===== src/rtl/pipe_ctrl_pkg.sv =====
// pipe_ctrl_pkg: default widths, stage register layout and bubble constant for pipe_ctrl_unit
package pipe_ctrl_pkg;
  localparam int DEF_DATA_W = 8;
  localparam int DEF_OPC_W = 8;
  localparam int DEF_REG_AW = 3;
  typedef struct packed {
    logic valid;
    logic [DEF_OPC_W-1:0] opcode;
    logic [DEF_DATA_W-1:0] operand;
    logic [DEF_DATA_W-1:0] npc;
    logic [DEF_REG_AW-1:0] dst_reg;
    logic writes;
    logic is_load;
  } stage_t;
  localparam stage_t BUBBLE = '0;
endpackage


===== src/rtl/pipe_hazard_det.sv =====
// pipe_hazard_det: RAW hazard, stall and E->D forward select; PIPE_CTRL_FORWARD_EN stalls only on load-use
module pipe_hazard_det #(
  parameter int REG_AW = 3
) (
  input  logic              d_valid,
  input  logic              d_uses_src,
  input  logic [REG_AW-1:0] d_src_reg,
  input  logic              e_valid,
  input  logic              e_writes,
  input  logic              e_is_load,
  input  logic [REG_AW-1:0] e_dst_reg,
  input  logic              hold,
  output logic              stall,
  output logic              d_fwd
);
  logic hz;
  assign hz = d_valid & d_uses_src & e_valid & e_writes & (d_src_reg == e_dst_reg);
`ifdef PIPE_CTRL_FORWARD_EN
  assign stall = hz & e_is_load;
  assign d_fwd = hz & ~e_is_load & ~hold;
`else
  logic unused_fwd_in;
  assign unused_fwd_in = e_is_load ^ hold;
  assign stall = hz;
  assign d_fwd = 1'b0;
`endif
endmodule


===== src/rtl/pipe_ctrl_unit.sv =====
// pipe_ctrl_unit: 3-stage F/D/E sequencer with PC, hazard stall, branch flush and hold (PIPE_CTRL_FORWARD_EN enables forwarding)
module pipe_ctrl_unit
  import pipe_ctrl_pkg::*;
#(
  parameter int DATA_W = DEF_DATA_W,
  parameter int OPC_W = DEF_OPC_W,
  parameter int REG_AW = DEF_REG_AW,
  parameter logic [DATA_W-1:0] RESET_PC = '0
) (
  input  logic              clk,
  input  logic              rst,
  output logic [DATA_W-1:0] imem_addr,
  input  logic [OPC_W-1:0]  imem_opc,
  input  logic [DATA_W-1:0] imem_opr,
  input  logic              hold,
  output logic              d_valid,
  output logic [OPC_W-1:0]  d_opcode,
  input  logic [REG_AW-1:0] d_src_reg,
  input  logic              d_uses_src,
  input  logic [REG_AW-1:0] d_dst_reg,
  input  logic              d_writes,
  input  logic              d_is_load,
  output logic              d_fwd,
  output logic              e_valid,
  output logic [OPC_W-1:0]  e_opcode,
  output logic [DATA_W-1:0] e_operand,
  output logic [DATA_W-1:0] e_npc,
  output logic [REG_AW-1:0] e_dst_reg,
  output logic              e_we,
  input  logic              br_taken,
  input  logic [DATA_W-1:0] br_target,
  output logic              stall
);
  typedef struct packed {
    logic valid;
    logic [OPC_W-1:0] opcode;
    logic [DATA_W-1:0] operand;
    logic [DATA_W-1:0] npc;
    logic [REG_AW-1:0] dst_reg;
    logic writes;
    logic is_load;
  } stg_t;
  logic [DATA_W-1:0] pc_q, pc_d, d_operand_q, d_operand_d, d_npc_q, d_npc_d;
  logic [OPC_W-1:0] d_opcode_q, d_opcode_d;
  logic d_valid_q, d_valid_d, flush;
  stg_t e_q, e_d;
  pipe_hazard_det #(.REG_AW(REG_AW)) u_hazard (
    .d_valid(d_valid_q),
    .d_uses_src(d_uses_src),
    .d_src_reg(d_src_reg),
    .e_valid(e_q.valid),
    .e_writes(e_q.writes),
    .e_is_load(e_q.is_load),
    .e_dst_reg(e_q.dst_reg),
    .hold(hold),
    .stall(stall),
    .d_fwd(d_fwd)
  );
  assign flush = e_q.valid & br_taken & ~hold;
  always_comb begin
    pc_d = pc_q;
    d_valid_d = d_valid_q;
    d_opcode_d = d_opcode_q;
    d_operand_d = d_operand_q;
    d_npc_d = d_npc_q;
    e_d = e_q;
    if (flush) begin
      pc_d = br_target;
      d_valid_d = 1'b0;
      d_opcode_d = '0;
      d_operand_d = '0;
      d_npc_d = '0;
      e_d = '0;
    end else if (!hold && stall) begin
      e_d = '0;
    end else if (!hold) begin
      pc_d = pc_q + 1'b1;
      d_valid_d = 1'b1;
      d_opcode_d = imem_opc;
      d_operand_d = imem_opr;
      d_npc_d = pc_q + 1'b1;
      e_d = '{valid: d_valid_q, opcode: d_opcode_q, operand: d_operand_q, npc: d_npc_q,
              dst_reg: d_dst_reg, writes: d_writes, is_load: d_is_load};
    end
  end
  always_ff @(posedge clk) begin
    if (rst) begin
      pc_q <= RESET_PC;
      d_valid_q <= 1'b0;
      d_opcode_q <= '0;
      d_operand_q <= '0;
      d_npc_q <= '0;
      e_q <= '0;
    end else begin
      pc_q <= pc_d;
      d_valid_q <= d_valid_d;
      d_opcode_q <= d_opcode_d;
      d_operand_q <= d_operand_d;
      d_npc_q <= d_npc_d;
      e_q <= e_d;
    end
  end
  assign imem_addr = pc_q;
  assign d_valid = d_valid_q;
  assign d_opcode = d_opcode_q;
  assign e_valid = e_q.valid;
  assign e_opcode = e_q.opcode;
  assign e_operand = e_q.operand;
  assign e_npc = e_q.npc;
  assign e_dst_reg = e_q.dst_reg;
  assign e_we = e_q.valid & e_q.writes & ~hold;
endmodule


===== config.mk =====
export PLATFORM = sky130hd
export DESIGN_NAME = pipe_ctrl_unit
export DESIGN_NICKNAME = d
export VERILOG_FILES = /design/src/rtl/pipe_ctrl_pkg.sv /design/src/rtl/pipe_hazard_det.sv /design/src/rtl/pipe_ctrl_unit.sv
export SDC_FILE = /design/constraint.sdc
export NUM_CORES = 1
export LEC_CHECK = 0
export CORE_ASPECT_RATIO = 2
export CORE_MARGIN = 8
export CORE_UTILIZATION = 50
export CTS_CLUSTER_DIAMETER = 200
export DETAILED_ROUTE_END_ITERATION = 10
export GPL_TIMING_DRIVEN = 0
export PLACE_DENSITY = 0.88
export RECOVER_POWER = 50
export SLEW_MARGIN = 40
export SYNTH_ARGS = -nofsm -noshare
export SYNTH_HDL_FRONTEND = slang
export SYNTH_HIERARCHICAL = 1
export SYNTH_SLANG_ARGS = --single-unit

===== constraint.sdc =====
create_clock -name clk -period 2.8 [get_ports clk]
set_input_delay 0.42 -clock clk [delete_from_list [all_inputs] [get_ports clk]]
set_output_delay 0.42 -clock clk [all_outputs]
set_load 0.03 [all_outputs]

==> flow_metrics.env <==
export IMPL_outcome="completed"
export IMPL_power_w=0.00220
export IMPL_hold_start="d_operand_q[5]"
export IMPL_vias_per_cell=5.24
export IMPL_die_area_mm2=0.00812
export IMPL_end_kind="output port"
export IMPL_num_io_pins=85
export IMPL_vias=2349
export IMPL_rsz0062_at_grt="false"
export IMPL_cts_resized=1
export IMPL_n_antenna_cell=0
export IMPL_reg2reg_depth=7
export IMPL_r2r_start="e_valid"
export IMPL_whs_endpoint="d_operand_q[5]"
export IMPL_yosysWarningCount=6
export IMPL_cp_arrival_ps=1890
export IMPL_setup_worst_path_class="input port to output port"
export IMPL_final_setup_viol_count=0
export IMPL_fin_crit_sh_pct=82.4
export IMPL_synth_area_per_cell_um2=9.24
export IMPL_grt_overflow=0
export IMPL_die_y_um=120
export IMPL_cts_clk_slew_worst_paths_ps=70
export IMPL_peakVddDrop_uv=533
export IMPL_grt_max_degree=12
export IMPL_cellLeakagePower_nw=1.74
export IMPL_ant_nets=0
export IMPL_grt_pass1_vias=2434
export IMPL_io_buffers=81
export IMPL_placed_cells_incl_taps=432
export IMPL_skew_ps=8.56
export IMPL_whs_ps=455
export IMPL_cts_tree="done"
export IMPL_finalMaxSlewViolations=0
export IMPL_fmax_ghz=0.434
export IMPL_die_w_um=67.9
export IMPL_synth_fp_nets=329
export IMPL_slew_headroom_pct=65.9
export IMPL_start_util_pct=50.5
export IMPL_syn_cell_area_mm2=0.00269
export IMPL_cp_num_buf_inv=2
export IMPL_critPathMaxStageDelay_ps=570
export IMPL_core_mm2=0.00533
export IMPL_routed_wl_um=6960
export IMPL_antenna_found_initial=0
export IMPL_routedWlPerCell_um=15.5
export IMPL_postCtsHoldBufs=0
export IMPL_grt_util_all_layers_pct=17.6
export IMPL_powerDensity_mw_per_mm2=579
export IMPL_cts_buffer_depth=2
export IMPL_drc=0
export IMPL_syn2layout_area_growth_pct=41.6
export IMPL_worstPathMaxFanout=6
export IMPL_cp_slowest_cell="dlygate4sd3_1"
export IMPL_rrSetupSlack_ps=580
export IMPL_whs_path_depth=2
export IMPL_layoutNonFillerInstCount=448
export IMPL_core_rowCount=38
export IMPL_grt_pass1_wl_um=11200
export IMPL_crit_path_start_kind="input port"
export IMPL_clk_latency_ps=350
export IMPL_numCtsBuffers=9
export IMPL_dpl_hpwl_um=5100
export IMPL_timing_rr_end="d_operand_q[3]"
export IMPL_hold_viol=0
export IMPL_crit_required_ps=2380
export IMPL_synth_cells=291
export IMPL_layout_drive_gt1_share_pct=15.7
export IMPL_place_gp_congestion=0.821
export IMPL_postCtsSetupBuffers=0
export IMPL_cp_top_family="buffers and inverters"
export IMPL_max_cap_violations=0
export IMPL_drt_initial_drc_count=75
export IMPL_drt_first_pass_iters=6
export IMPL_cts_sinks=62
export IMPL_finalCriticalPeriod_ps=2310
export IMPL_nNetsFinal=421
export IMPL_clock_root_buffer="clkbuf_8"
export IMPL_path_cells="dlygate4sd3_1, xor2_1, nor4_4, dlymetal6s2s_1"
export IMPL_hp_class="flip-flop to flip-flop"
export IMPL_cts_htree_levels=3
export IMPL_tightest_slew_ps=512
## routing by layer
metal	wire (µm)	share of wire (%)	global-route usage [%]
met1	2670	38	18.9
met3	728	10	6.91
met4	228	3.3	9.68
met2	3340	48	28.4
met5	0	0	0
## worst register-to-register path, stage by stage, from the launching register on
cell	delay [ps]
dfxtp_1	480
nand4_1	190
nor4_4	430
or2_2	170
clkbuf_1	350
buf_2	300
nand2_1	70
a21oi_1	140
## cell usage in the layout (no fill, tap or decap), types with 3 or more instances in the layout
cell,n
a211oi_1,7
a21oi_1,20
buf_2,5
buf_4,32
bufinv_16,3
clkbuf_1,8
clkbuf_8,9
clkdlybuf4s50_1,38
dfxtp_1,62
dlygate4sd3_1,42
mux2i_1,29
nand2_1,41
nor2_1,44
o21ai_0,3
o311ai_1,3
xnor2_1,3
xor2_1,8
## power by group
group,switching (W),internal (W)
Sequential,0.0000323,0.000924
Combinational,0.000160,0.000145
Clock,0.000354,0.000589
Total,0.000546,0.00166
## worst max-delay path by stage
| stage | depth (start not counted) | slack, ps | from | endpoint |
|---|---|---|---|---|
| floorplan | 7 | 240 | e_valid | d_opcode[0] |
| global placement | 4 | -5 | d_uses_src | stall |
| detailed placement | 4 | -50 | d_uses_src | stall |
| CTS | 3 | 90 | e_valid | stall |
| global route | 8 | 330 | d_src_reg[2] | d_operand_q[3] |
| finish | 4 | 490 | d_src_reg[2] | stall |
## layout make-up
class	instances	area (µm²)
Clock buffer	10	128
Tap cell	60	75.1
Clock inverter	6	110
Buffer	45	303
Multi-Input combinational cell	184	1140
Sequential cell	62	1240
Fill cell	401	1520
Timing Repair Buffer	81	813
## per-stage QoR
step | setup slack (ps) | instance area [µm²] | utilization (%) | setup TNS [ps]
after global placement | -4.88 | 3570 | 67.1 | -4.88
after CTS | 87.0 | 3820 | 71.8 | 0
after floorplan | 244 | 2690 | - | 0
final | 494 | 3810 | 71.5 | 0
after global routing | 334 | 3810 | 71.5 | 0
after detailed placement | -51.7 | 3570 | 67.1 | -51.7
No activity file was read; power rests on OpenSTA's default activity.
